[config.mk]
export PLATFORM = sky130hd
export DESIGN_NAME = instruction_encoder_flat
export DESIGN_NICKNAME = d
export VERILOG_FILES = /design/src/rtl/haze_pkg.sv /design/src/rtl/instruction_encoder_if.sv /design/src/rtl/instruction_packer.sv /design/src/rtl/instruction_encoder.sv /design/src/flat_wrapper.sv
export SDC_FILE = /design/constraint.sdc
export NUM_CORES = 1
export LEC_CHECK = 0
export ABC_AREA = 1
export CORE_MARGIN = 2
export CORE_UTILIZATION = 43
export DETAILED_ROUTE_END_ITERATION = 8
export GPL_ROUTABILITY_DRIVEN = 0
export PLACE_DENSITY_LB_ADDON = 0.15
export SLEW_MARGIN = 20
export SYNTH_ARGS = -nofsm -noshare
export SYNTH_HDL_FRONTEND = slang
export SYNTH_SLANG_ARGS = --single-unit
[constraint.sdc]
create_clock -name i_Clock -period 3.3 [get_ports i_Clock]
set_input_delay 0.495 -clock i_Clock [delete_from_list [all_inputs] [get_ports i_Clock]]
set_output_delay 0.495 -clock i_Clock [all_outputs]
set_load 0.005 [all_outputs]
[src/rtl/haze_pkg.sv]
// Shared types and constants for the instruction encoder.
package haze_pkg;

  typedef enum logic [2:0] {
    FMT_R    = 3'd0,
    FMT_I    = 3'd1,
    FMT_S    = 3'd2,
    FMT_B    = 3'd3,
    FMT_U    = 3'd4,
    FMT_J    = 3'd5,
    FMT_H    = 3'd6,
    FMT_RSVD = 3'd7
  } format_t;

  localparam logic [6:0] OP_LUI    = 7'h37;
  localparam logic [6:0] OP_AUIPC  = 7'h17;
  localparam logic [6:0] OP_JAL    = 7'h6F;
  localparam logic [6:0] OP_JALR   = 7'h67;
  localparam logic [6:0] OP_BRANCH = 7'h63;
  localparam logic [6:0] OP_LOAD   = 7'h03;
  localparam logic [6:0] OP_STORE  = 7'h23;
  localparam logic [6:0] OP_IMM    = 7'h13;
  localparam logic [6:0] OP_REG    = 7'h33;

  // addi x0, x0, 0
  localparam logic [31:0] NOP = {12'd0, 5'd0, 3'd0, 5'd0, OP_IMM};

endpackage

[src/rtl/instruction_encoder_if.sv]
// Request/response bundle of the instruction encoder; slave = encoder side.
interface instruction_encoder_if #(
  parameter int COUNT_W = 16
);
  logic               i_Valid;
  logic               o_Ready;
  logic [2:0]         i_Format;
  logic [6:0]         i_Opcode;
  logic [4:0]         i_RD;
  logic [4:0]         i_RS1;
  logic [4:0]         i_RS2;
  logic [2:0]         i_Func3;
  logic [6:0]         i_Func7;
  logic [31:0]        i_Imm;
  logic               o_Valid;
  logic               i_Ready;
  logic [31:0]        o_Instruction;
  logic               o_Error;
  logic [COUNT_W-1:0] o_Count;

  modport master (
    output i_Valid, i_Format, i_Opcode, i_RD, i_RS1, i_RS2, i_Func3, i_Func7, i_Imm, i_Ready,
    input  o_Ready, o_Valid, o_Instruction, o_Error, o_Count
  );

  modport slave (
    input  i_Valid, i_Format, i_Opcode, i_RD, i_RS1, i_RS2, i_Func3, i_Func7, i_Imm, i_Ready,
    output o_Ready, o_Valid, o_Instruction, o_Error, o_Count
  );

endinterface

[src/rtl/instruction_packer.sv]
// Combinational RV32I field packer. HAZE_ENCODER_RANGE_CHECK_EN enables immediate range
// checking; without it out-of-range bits are simply truncated and range_err stays 0.
module instruction_packer
  import haze_pkg::*;
(
  input  format_t     fmt,
  input  logic [6:0]  opcode,
  input  logic [4:0]  rd,
  input  logic [4:0]  rs1,
  input  logic [4:0]  rs2,
  input  logic [2:0]  func3,
  input  logic [6:0]  func7,
  input  logic [31:0] imm,
  output logic [31:0] word,
  output logic        range_err
);

  always_comb begin
    word = NOP;
    case (fmt)
      FMT_R:    word = {func7, rs2, rs1, func3, rd, opcode};
      FMT_I:    word = {imm[11:0], rs1, func3, rd, opcode};
      FMT_S:    word = {imm[11:5], rs2, rs1, func3, imm[4:0], opcode};
      FMT_B:    word = {imm[12], imm[10:5], rs2, rs1, func3, imm[4:1], imm[11], opcode};
      FMT_U:    word = {imm[31:12], rd, opcode};
      FMT_J:    word = {imm[20], imm[10:1], imm[11], imm[19:12], rd, opcode};
      FMT_H:    word = {func7, imm[4:0], rs1, func3, rd, opcode};
      FMT_RSVD: word = NOP;
      default:  word = NOP;
    endcase
  end

`ifdef HAZE_ENCODER_RANGE_CHECK_EN
  logic signed [31:0] simm;
  assign simm = $signed(imm);

  always_comb begin
    range_err = 1'b0;
    case (fmt)
      FMT_I, FMT_S: range_err = (simm < -2048) || (simm > 2047);
      FMT_B:        range_err = (simm < -4096) || (simm > 4094) || imm[0];
      FMT_J:        range_err = (simm < -1048576) || (simm > 1048574) || imm[0];
      FMT_U:        range_err = (imm[11:0] != 12'd0);
      FMT_H:        range_err = (imm[31:5] != 27'd0);
      FMT_RSVD:     range_err = 1'b1;
      default:      range_err = 1'b0;
    endcase
  end
`else
  assign range_err = 1'b0;
`endif

endmodule

[src/rtl/instruction_encoder.sv]
// RV32I instruction encoder: packs a field bundle into a word and queues it in a DEPTH-entry FIFO.
// Range checking is compiled in with HAZE_ENCODER_RANGE_CHECK_EN (see instruction_packer).
module instruction_encoder
  import haze_pkg::*;
#(
  parameter int DEPTH   = 2,
  parameter int COUNT_W = 16
) (
  input logic                  i_Clock,
  input logic                  i_Reset,
  instruction_encoder_if.slave bus
);

  localparam int            AW       = $clog2(DEPTH);
  localparam logic [AW:0]   FULL_LVL = (AW+1)'(DEPTH);

  logic [31:0]        mem [DEPTH];
  logic [AW-1:0]      wr_ptr;
  logic [AW-1:0]      rd_ptr;
  logic [AW:0]        lvl_q;
  logic [AW:0]        lvl_d;
  logic               ready_q;
  logic               err_q;
  logic [COUNT_W-1:0] count_q;
  logic [31:0]        packed_word;
  logic               range_err;
  logic               accept;
  logic               push;
  logic               pop;

  instruction_packer u_packer (
    .fmt       (format_t'(bus.i_Format)),
    .opcode    (bus.i_Opcode),
    .rd        (bus.i_RD),
    .rs1       (bus.i_RS1),
    .rs2       (bus.i_RS2),
    .func3     (bus.i_Func3),
    .func7     (bus.i_Func7),
    .imm       (bus.i_Imm),
    .word      (packed_word),
    .range_err (range_err)
  );

  // A rejected request still completes its handshake but never reaches the FIFO.
  assign accept = bus.i_Valid && ready_q;
  assign push   = accept && !range_err;
  assign pop    = (lvl_q != '0) && bus.i_Ready;

  always_comb begin
    lvl_d = lvl_q;
    if (push && !pop)
      lvl_d = lvl_q + 1'b1;
    else if (pop && !push)
      lvl_d = lvl_q - 1'b1;
  end

  always_ff @(posedge i_Clock or posedge i_Reset) begin
    if (i_Reset) begin
      wr_ptr  <= '0;
      rd_ptr  <= '0;
      lvl_q   <= '0;
      ready_q <= 1'b1;
      err_q   <= 1'b0;
      count_q <= '0;
    end else begin
      lvl_q   <= lvl_d;
      // Registered from next occupancy so o_Ready has no path from i_Ready.
      ready_q <= (lvl_d != FULL_LVL);
      err_q   <= accept && range_err;
      if (push) begin
        wr_ptr  <= wr_ptr + 1'b1;
        count_q <= count_q + 1'b1;
      end
      if (pop)
        rd_ptr <= rd_ptr + 1'b1;
    end
  end

  always_ff @(posedge i_Clock) begin
    if (push)
      mem[wr_ptr] <= packed_word;
  end

  assign bus.o_Ready       = ready_q;
  assign bus.o_Valid       = (lvl_q != '0);
  assign bus.o_Instruction = (lvl_q != '0) ? mem[rd_ptr] : 32'd0;
  assign bus.o_Error       = err_q;
  assign bus.o_Count       = count_q;

endmodule

[src/flat_wrapper.sv]
// flat-port wrapper written by rule: the top's interface ports become plain ports
module instruction_encoder_flat import haze_pkg::*;
#(
  parameter int DEPTH   = 2,
  parameter int COUNT_W = 16
)
  (i_Clock, i_Reset, bus_i_Valid, bus_i_Format, bus_i_Opcode, bus_i_RD, bus_i_RS1, bus_i_RS2, bus_i_Func3, bus_i_Func7, bus_i_Imm, bus_i_Ready, bus_o_Ready, bus_o_Valid, bus_o_Instruction, bus_o_Error, bus_o_Count);
  instruction_encoder_if #(.COUNT_W(COUNT_W)) bus_i ();
  input logic i_Clock;
  input logic i_Reset;
  input wire logic [$bits(bus_i.i_Valid)-1:0] bus_i_Valid;
  input wire logic [$bits(bus_i.i_Format)-1:0] bus_i_Format;
  input wire logic [$bits(bus_i.i_Opcode)-1:0] bus_i_Opcode;
  input wire logic [$bits(bus_i.i_RD)-1:0] bus_i_RD;
  input wire logic [$bits(bus_i.i_RS1)-1:0] bus_i_RS1;
  input wire logic [$bits(bus_i.i_RS2)-1:0] bus_i_RS2;
  input wire logic [$bits(bus_i.i_Func3)-1:0] bus_i_Func3;
  input wire logic [$bits(bus_i.i_Func7)-1:0] bus_i_Func7;
  input wire logic [$bits(bus_i.i_Imm)-1:0] bus_i_Imm;
  input wire logic [$bits(bus_i.i_Ready)-1:0] bus_i_Ready;
  output wire logic [$bits(bus_i.o_Ready)-1:0] bus_o_Ready;
  output wire logic [$bits(bus_i.o_Valid)-1:0] bus_o_Valid;
  output wire logic [$bits(bus_i.o_Instruction)-1:0] bus_o_Instruction;
  output wire logic [$bits(bus_i.o_Error)-1:0] bus_o_Error;
  output wire logic [$bits(bus_i.o_Count)-1:0] bus_o_Count;
  assign bus_i.i_Valid = bus_i_Valid;
  assign bus_i.i_Format = bus_i_Format;
  assign bus_i.i_Opcode = bus_i_Opcode;
  assign bus_i.i_RD = bus_i_RD;
  assign bus_i.i_RS1 = bus_i_RS1;
  assign bus_i.i_RS2 = bus_i_RS2;
  assign bus_i.i_Func3 = bus_i_Func3;
  assign bus_i.i_Func7 = bus_i_Func7;
  assign bus_i.i_Imm = bus_i_Imm;
  assign bus_i.i_Ready = bus_i_Ready;
  assign bus_o_Ready = bus_i.o_Ready;
  assign bus_o_Valid = bus_i.o_Valid;
  assign bus_o_Instruction = bus_i.o_Instruction;
  assign bus_o_Error = bus_i.o_Error;
  assign bus_o_Count = bus_i.o_Count;
  instruction_encoder #(.DEPTH(DEPTH), .COUNT_W(COUNT_W)) u_core (.i_Clock(i_Clock), .i_Reset(i_Reset), .bus(bus_i));
endmodule
======== Word-level counts from Yosys, hierarchy flattened ========
Memories as Yosys holds them, arrays and structs flattened.
Cells that the tools add are included.
operators by class
  mux-type cells .......................... 6
  add/subtract/negate cells ............... 5
  reduce and logical (&&, ||, !) cells .... 8
  eq/ne operators ......................... 8
operators with widths
  cell                                                                count
  32-bit one-hot mux with 8 select lines                              1
  32-bit two-way mux                                                  1
  16-bit by 1-bit adder with 16-bit output, second input constant     1
  3-bit == test, second input constant                                4
  3-bit by 2-bit == test with 1-bit output, second input constant     2
  1-bit logical AND                                                   4
  2-bit two-way mux                                                   2
  3-bit by 1-bit == test with 1-bit output, second input constant     1
  3-bit logical NOT                                                   1
  1-bit adder, second input constant                                  2
  2-bit by 1-bit adder with 2-bit output, second input constant       1
  1-bit logical NOT                                                   2
  1-bit two-way mux                                                   2
  2-bit != test, second input constant                                1
  2-bit nonzero test                                                  1
  2-bit by 1-bit subtractor with 2-bit output, second input constant  1
word-level totals
  register bits ........................... 21
  bits in writable memories ............... 64
  word-level logic and storage cells ...... 33
  input bits .............................. 71
  memories kept ........................... 1
  output and inout port bits .............. 51
memory list
  memory      depth  bits a word  read ports  clocked after memory_dff  write ports  line                       RTL
  u_core.mem  2      32           1           0                         1            instruction_encoder.sv:17  logic [31:0] mem [DEPTH];

======== Depth between registers and ports, before layout ========
Gate-level depths: netlist (run 1).
  depth in word-level cells ............... 6
  mapped depth ............................ 9
  mapped depth without buffers ............ 9

======== Hierarchy ========
Synthesis (run 1) repeated with hierarchy kept, for this count alone.
second synthesis, totals
  cell total of the unflattened synthesis .. 423
  area total of the unflattened synthesis .. 4170.2 um^2
by module, submodules not included
  module               times used  area each (um^2)  cells an instance  sequential area each (um^2)
  instruction_encoder  1           3512.1            303                2473.6
  instruction_packer   1           658.1             120                0.0

======== Worst setup path after synthesis (run 1) ========
OpenSTA, ideal clock, no wires.
  path kind ............................... register to register
  start ................................... register u_core.ready_q (netlist: u_core.bus.o_Ready)
  end ..................................... memory u_core.mem[0][0], enable pin
  data required time ...................... 2879 ps
  data arrival time ....................... 2047 ps
  clock period less this slack ............ 2468 ps
  cell stages (with the launch flop) ...... 3
  slack ................................... 832 ps
  path through ............................ dfstp_2 -> nand2_2 -> nor2_1
on the way
  word-level cells in the longest chain between the ends .. 3
RTL lines
  element                                  line                       RTL
  start, declared                          instruction_encoder.sv:22  logic ready_q;
  start signal, assigned                   instruction_encoder.sv:68  ready_q <= (lvl_d != FULL_LVL);
  1-bit logical AND                        instruction_encoder.sv:45  assign accept = bus.i_Valid && ready_q;
  1-bit two-way mux                        instruction_encoder.sv:80  if (push)
  1-bit two-way mux (not written as such)  instruction_encoder.sv:81  mem[wr_ptr] <= packed_word;
  end, declared                            instruction_encoder.sv:17
Every way passes these cells.

======== Worst setup path after layout (run 1) ========
  start ................................... register u_core.lvl_q[0]
  end ..................................... output port bus_o_Instruction[9]
on the way
  word-level cells in the longest chain between the ends .. 2
RTL lines
  element                 line                       RTL
  start, declared         instruction_encoder.sv:20  logic [AW:0] lvl_q;
  start signal, assigned  instruction_encoder.sv:66  lvl_q <= lvl_d;
  2-bit nonzero test      instruction_encoder.sv:86  assign bus.o_Instruction = (lvl_q != '0) ? mem[rd_ptr] : 32'd0;
  32-bit two-way mux      instruction_encoder.sv:86
  end, declared           flat_wrapper.sv:23         output wire logic [$bits(bus_i.o_Instruction)-1:0] bus_o_Instruction;
Every way passes these cells.

==> flow_summary.ini, run 1 <==
[sta]
fmax_mhz = 358
fin_tns_setup_ns = 0
slew_headroom_pct = 48.3
tightestPinTransition_ns = 0.774
whs_ns = 0.525
skew_ns = 0.0122
hold_violations = 0
setup_viol = 0
period_minus_slack_ns = 2.79
rsz0062_at_grt = no
drv_slew = 0
post-route-period-util_pct = 84.6

[synth]
syn_inst = 442
syn-num-nets = 515
synth_seq_area_share_pct = 60.0
synth_warnings = 0
synth.distinct_cells = 28
ys_ff_latch = 85
syn_area_um2 = 4080
synth_area_per_cell_um2 = 9.23

[clock_tree]
clk_path_buf_depth = 2
cts_buffers = 9
ctsResizeCount = 0
cts_tree = built
clkSlewWorstSetupHoldPaths_ns = 0.09
cts.sinks = 85
post_cts_buffers = 0
cts_hold_buf = 0
insertion_delay_ns = 0.35
htree_levels = 3
root_buffer = clkbuf_8

[detailed_routing]
ant_nets = 0
drt-vias-per-instance = 4.98
routed_wirelength_mm = 10.1
drcViolationCount = 0
dr.pass1.iters = 5
drt-initial-drc-count = 126
vias = 3479
post_drt_wl_per_cell_um = 14.4

[floorplan]
dieHeight_um = 101
dieArea_um2 = 10300
die-width_um = 101
num_rows = 35
start_util_pct = 44.2
io-pin-count = 122
coreArea_um2 = 9240

[finish]
drive_gt1_share_pct = 5.62
final_nets = 637
antenna_cells = 0
most-common-layout-cells = clkdlybuf4s50_1 (120), nand2_1 (87), nor2_1 (78)
layout_commonest_cell = clkdlybuf4s50_1
fill_cells = 814
syn_to_final_growth_pct = 38.7

[setup_path]
crit_slowest_cell = clkdlybuf4s50_1
crit_type = reg -> out
end_kind = primary output
rr_worst_depth = 9
arrival_ns = 2.30
slowest_delay_ns = 0.52
cp_max_fo = 23
path_common_cell = inv_1
crit_path_cell_trace = inv_1, ha_1, inv_1, buf_4, o21ai_0, nor2_1, clkdlybuf4s50_1
cp-start-kind = register
crit_required_ns = 2.80

[power]
p_leak_nw = 2.30
vdd_drop_max_mv = 0.313
power_density_nw_per_um2 = 706

[global_route]
grt_pass1_vias = 3372
grt_pass1_wl_mm = 15.9
grt_max_degree = 33
grt_remaining_overflow = 0
antenna_found_initial = 0
grt_usage_pct = 20.2

[job]
drv_cap = 0

[placement]
hpwl_mm = 7.23
numPortBuffers = 120

[min_path]
hold_class = reg -> reg
whs_path_depth = 2

[outcome]
status = complete, no violations
-- power breakdown --
part	switching, mW	leakage, nW	total (mW)	internal, mW
combinational	0.810	1.33	1.67	0.857
clock	0.364	0.101	0.791	0.427
sequential	0.106	0.864	1.54	1.43
-- cell type report --
class	count	area [um^2]	share of cell area, %
clock buffers	12	135	2.39
clock inverters	4	72.6	1.28
inverters	43	161	2.85
multi-input cells	298	1410	24.8
flip-flops and latches	85	2450	43.2
well taps	129	161	2.85
repair buffers	127	1280	22.6
-- worst max-delay path, delay by kind of cell (launching register included) --
kind | cells | cell delay, ns
adders and majority gates | 1 | 0.18
DFF | 1 | 0.33
buffers and inverters | 4 | 1.15
AOI/OAI and AO/OA | 1 | 0.14
and+or+nand+nor | 1 | 0.15
-- registers in the layout (all words and copies together), names as in the netlist --
| register | count |
|---|---|
| u_core.rd_ptr | 1 |
| u_core.bus.o_Count | 16 |
| u_core.bus.o_Ready | 1 |
| u_core.wr_ptr | 1 |
| u_core.mem | 64 |
| u_core.lvl_q | 2 |
-- Yosys cell counts --
library cell / instances / share of area [%]
nand4_1: 5 / 0.77
clkinv_1: 1 / 0.092
inv_2: 3 / 0.28
xor2_1: 7 / 1.5
nor2_1: 80 / 7.4
buf_6: 1 / 0.28
a21oi_2: 1 / 0.21
dfrtp_1: 20 / 12
buf_4: 3 / 0.55
buf_2: 2 / 0.25
nand2_2: 1 / 0.15
nor2_4: 3 / 0.83
nor3_1: 4 / 0.49
conb_1: 1 / 0.092
dfstp_2: 1 / 0.64
inv_1: 39 / 3.6
o21ai_2: 1 / 0.21
nand3b_1: 1 / 0.18
xnor2_1: 7 / 1.5
ha_1: 2 / 0.61
o31ai_1: 1 / 0.18
nand3_1: 43 / 5.3
o211ai_1: 1 / 0.18
nand2_1: 87 / 8.0
o21ai_0: 50 / 6.1
o21ai_1: 3 / 0.37
clkbuf_1: 10 / 0.92
edfxtp_1: 64 / 47
-- cell families after synthesis --
family,after synthesis,share of synthesized area [%]
adder cells (fa/ha/maj),2,0.613
flip-flops,85,60.0
other,1,0.0919
buffers and inverters,59,5.95
XOR/XNOR,14,3.00
AND/OR/NAND/NOR,224,23.1
AO/OA/AOI/OAI,57,7.30
-- final timing paths --
path,slack [ns],from,end
min in group asynchronous,0.57,i_Reset,u_core.bus.o_Count[12]
max reg2reg,1.57,u_core.lvl_q[0],u_core.lvl_q[0]
min,0.53,u_core.bus.o_Count[15],u_core.bus.o_Count[15]
max,0.51,u_core.lvl_q[0],bus_o_Instruction[9]
min reg2reg,0.53,u_core.bus.o_Count[15],u_core.bus.o_Count[15]
max in group asynchronous,2.23,i_Reset,u_core.bus.o_Count[6]
-- through the flow --
step / total power, mW / setup slack, ns / cells / util (%) / cell area [um^2]
2_1_floorplan: 2.26 / 0.832 / 442 / - / 4080
3_3_place_gp: 3.22 / 0.891 / 682 / 59.0 / 5460
3_5_place_dp: 3.25 / 0.859 / 682 / 59.0 / 5460
4_1_cts: 4.04 / 0.476 / 698 / 61.3 / 5660
5_1_grt: 4.26 / 0.387 / 698 / 61.3 / 5660
6_report: 4.00 / 0.508 / 698 / 61.3 / 5660
-- layer usage --
metal	GRT usage, %	vias up	part of all wire [%]
met5	0	-	0
met1	26.2	1608	43
li1	-	1709	-
met4	7.90	0	1.4
met2	33.3	152	48
met3	4.35	10	7.8
Power figures use the tool's default switching activity.
==> inputs of run 2 (changes only) <==
clock period = 2.65 ns   (was 3.3 ns; I/O delays follow)
==> flow_summary.ini, run 2 (synthesized netlist as in run 1, its figures left out) <==
[outcome]
status = complete, no violations

[floorplan]
dieArea_um2 = 10300
die-width_um = 101
num_rows = 35
start_util_pct = 44.2
coreArea_um2 = 9240
dieHeight_um = 101
io-pin-count = 122

[setup_path]
arrival_ns = 2.01
rr_worst_depth = 3
crit_required_ns = 2.25
end_kind = primary output
crit_type = reg -> out
cp_max_fo = 26
cp-start-kind = register

[power]
vdd_drop_max_mv = 0.367
power.internal_mw = 3.29
pwr-share-clk_pct = 17.8
combPwrFrac_pct = 42.7
p_switching_mw = 1.57
swShare_pct = 32.3
p_seq_share_pct = 39.4
p_leak_nw = 2.29
power_density_nw_per_um2 = 863

[sta]
whs_ns = 0.493
fin_tns_setup_ns = 0
period_minus_slack_ns = 2.41
setup_viol = 0
fmax_mhz = 415
hold_violations = 0
rsz0062_at_grt = no
drv_slew = 0
tightestPinTransition_ns = 0.791
slew_headroom_pct = 47.2
post-route-period-util_pct = 90.9
skew_ns = 0.00901

[global_route]
grt_remaining_overflow = 0
grt_pass1_wl_mm = 15.7
grt_max_degree = 33
grt_pass1_vias = 3316
grt_usage_pct = 20.0
antenna_found_initial = 0

[finish]
fill_cells = 796
multi_input_area_um2 = 1410
final_nets = 636
most-common-layout-cells = clkdlybuf4s50_1 (120), nand2_1 (87), nor2_1 (78)
top_register = u_core.mem
postLayoutCellArea_um2 = 5630
syn_to_final_growth_pct = 38.0
antenna_cells = 0
layout_commonest_cell = clkdlybuf4s50_1
drive_gt1_share_pct = 5.63
regArea_um2 = 2450
largest_reg_flops = 64

[detailed_routing]
post_drt_wl_per_cell_um = 14.1
dr.pass1.iters = 6
drt-vias-per-instance = 5.00
drcViolationCount = 0
routed_wirelength_mm = 9.81
ant_nets = 0
vias = 3488
drt-initial-drc-count = 197

[clock_tree]
cts_buffers = 9
clk_path_buf_depth = 2
clkSlewWorstSetupHoldPaths_ns = 0.08
cts_tree = built
htree_levels = 3
insertion_delay_ns = 0.34
cts.sinks = 85
cts_hold_buf = 0
root_buffer = clkbuf_8

[placement]
hpwl_mm = 7.20
place_area_um2 = 5450
numPortBuffers = 120

[min_path]
hold_class = in -> async

[job]
drv_cap = 0
run 2: critical path, stage by stage (launching register included):
cell	delay [ns]
dfrtp_1	0.33
inv_1	0.05
ha_1	0.20
inv_2	0.13
buf_12	0.18
o21ai_0	0.09
nor2_1	0.15
clkdlybuf4s50_1	0.52
run 2: final cells by class:
cell class,instances,area share (%)
well taps,129,2.87
flip-flops and latches,85,43.5
inverters,43,2.87
repair buffers,126,22.6
multi-input cells,298,25.0
clock buffers,11,2.33
clock inverters,5,0.911
run 2: metrics by stage:
step / util [%] / setup WS [ns] / total power [mW] / std cells
6_report: 60.9 / 0.242 / 4.86 / 697
4_1_cts: 60.9 / 0.121 / 4.92 / 697
3_3_place_gp: 59.0 / 0.549 / 4.01 / 681
2_1_floorplan: - / 0.182 / 2.81 / 442
5_1_grt: 60.9 / 0.0665 / 5.21 / 697
3_5_place_dp: 59.0 / 0.511 / 4.05 / 681
run 2: timing repair:
action                     in CTS  in global routing
setup endpoints to repair       0                  2
setup buffers                   0                  0
resized for setup               0                  1
run 2: layer usage:
layer	global-route usage [%]	share of wire (%)
met1	26.3	45
met5	0	0
met2	32.8	48
met4	7.28	0.99
met3	4.14	6.5
run 2: path summary, 6_finish.rpt:
kind | from | end | slack (ns)
setup reg to reg | u_core.bus.o_Ready | u_core.mem[0][21] | 1.00
setup / recovery | u_core.lvl_q[0] | bus_o_Instruction[15] | 0.24
max in group asynchronous | i_Reset | u_core.bus.o_Count[1] | 1.66
hold / removal | i_Reset | u_core.bus.o_Count[8] | 0.49
min in group i_Clock | u_core.bus.o_Count[9] | u_core.bus.o_Count[9] | 0.52
hold reg to reg | u_core.bus.o_Count[9] | u_core.bus.o_Count[9] | 0.52
run 2: power by group through the flow:
stage | combinational (mW) | sequential [mW] | clock (mW)
6_report | 2.08 | 1.92 | 0.866
5_1_grt | 2.32 | 1.95 | 0.940
4_1_cts | 2.11 | 1.92 | 0.892
3_5_place_dp | 2.10 | 1.95 | 0
3_3_place_gp | 2.07 | 1.94 | 0
2_1_floorplan | 0.884 | 1.93 | 0
==> inputs of run 3 (changes only) <==
PLACE_DENSITY_LB_ADDON = 0.3   (was 0.15)
==> flow_summary.ini, run 3 (synthesized netlist as in run 1, its figures left out) <==
[outcome]
status = complete, no violations

[finish]
top_register = u_core.mem
final_util_pct = 61.5
syn_to_final_growth_pct = 39.3
drive_gt1_share_pct = 6.14
final_nets = 638
largest_reg_flops = 64
layout_commonest_cell = clkdlybuf4s50_1
most-common-layout-cells = clkdlybuf4s50_1 (120), nand2_1 (87), nor2_1 (78)
antenna_cells = 0

[global_route]
grt_remaining_overflow = 0
grt_usage_pct = 20.0
antenna_found_initial = 0
grt_pass1_vias = 3278
grt_max_degree = 33
grt_pass1_wl_mm = 15.7

[job]
drv_cap = 0

[detailed_routing]
post_drt_wl_per_cell_um = 14.0
vias = 3449
routed_wirelength_mm = 9.76
drt-initial-drc-count = 151
ant_nets = 0
drt-vias-per-instance = 4.93
dr.pass1.iters = 4
drcViolationCount = 0

[setup_path]
cp-start-kind = register
crit_end = bus_o_Instruction[31]
end_kind = primary output
crit_required_ns = 2.25
cp_max_fo = 16
arrival_ns = 2.12
crit_start = u_core.lvl_q[0]
crit_type = reg -> out
rr_worst_depth = 3
r2r_slack_ns = 0.96
crit-reg2reg-launch = u_core.bus.o_Ready
worstReg2RegEnd = u_core.mem[1][4]

[sta]
hold_violations = 0
drv_slew = 0
setup_viol = 0
fin_tns_setup_ns = 0
period_minus_slack_ns = 2.52
skew_ns = 0.0134
whs_ns = 0.489
setup_ws_ns = 0.131
rsz0062_at_grt = no
fmax_mhz = 397
post-route-period-util_pct = 95.0
tightestPinTransition_ns = 0.793
slew_headroom_pct = 47.1

[floorplan]
dieArea_um2 = 10300
io-pin-count = 122
num_rows = 35
die-width_um = 101
dieHeight_um = 101
coreArea_um2 = 9240
start_util_pct = 44.2

[clock_tree]
root_buffer = clkbuf_8
htree_levels = 3
clk_path_buf_depth = 2
insertion_delay_ns = 0.35
cts_tree = built
cts.sinks = 85
clkSlewWorstSetupHoldPaths_ns = 0.09
cts_buffers = 9

[power]
p_leak_nw = 2.31
p_seq_share_pct = 38.3
power_mw = 5.00
power.internal_mw = 3.42
p_switching_mw = 1.58
swShare_pct = 31.6
pwr-share-clk_pct = 20.0
vdd_drop_max_mv = 0.287
combPwrFrac_pct = 41.7
power_density_nw_per_um2 = 880

[placement]
hpwl_mm = 7.08
numPortBuffers = 120
post-place-ws_ns = 0.334

[min_path]
hold_class = in -> async
[run 3: worst min path at each step]
stage | startpoint | end | slack (ns) | cells after the start
global route | u_core.bus.o_Count[7] | u_core.bus.o_Count[7] | 0.56 | 1
detailed placement | u_core.bus.o_Count[15] | u_core.bus.o_Count[15] | 0.52 | 2
global placement | u_core.bus.o_Count[15] | u_core.bus.o_Count[15] | 0.50 | 2
CTS | i_Reset | u_core.bus.o_Count[5] | 0.51 | 2
finish | i_Reset | u_core.bus.o_Count[11] | 0.49 | 2
floorplan | i_Reset | u_core.bus.o_Count[0] | 0.37 | 1
[run 3: layer usage]
layer,up-vias,wire length (um),track usage [%]
met2,137,4680,34.0
met5,-,0,0
met1,1590,4250,25.0
li1,1707,-,-
met4,0,172,7.17
met3,15,660,4.62
[run 3: layout make-up]
| class | instances | area (um^2) |
|---|---|---|
| fill | 767 | 3560 |
| tap | 129 | 161 |
| inverter | 43 | 161 |
| clock buffer | 12 | 145 |
| clock inverter | 4 | 72.6 |
| multi-input combinational | 298 | 1410 |
| timing repair buffer | 128 | 1290 |
| sequential | 85 | 2450 |
[run 3: critical path, stage by stage (launching register included)]
cell and delay (ns):
dfrtp_1 0.33, inv_1 0.06, ha_1 0.20, inv_2 0.16
buf_6 0.19, o21ai_0 0.09, nor2_1 0.19, clkdlybuf4s50_1 0.54
[run 3: repair_timing]
item                                    CTS  global route
endpoints found under the setup margin    3             1
gates resized for setup                   1             1
setup buffers                             0             0
hold buffers                              0             0
[run 3: power by group through the flow]
stage               clock (mW)  combinational, mW  sequential (mW)
finish                   0.999               2.09             1.92
global route              1.08               2.31             1.94
CTS                       1.02               2.12             1.91
detailed placement           0               2.10             1.94
global placement             0               2.08             1.93
floorplan                    0              0.884             1.93
[run 3: through the flow]
stage,std cells,area [um^2]
finish,699,5680
detailed placement,683,5460
global route,699,5680
CTS,699,5680
floorplan,442,4080
global placement,683,5460
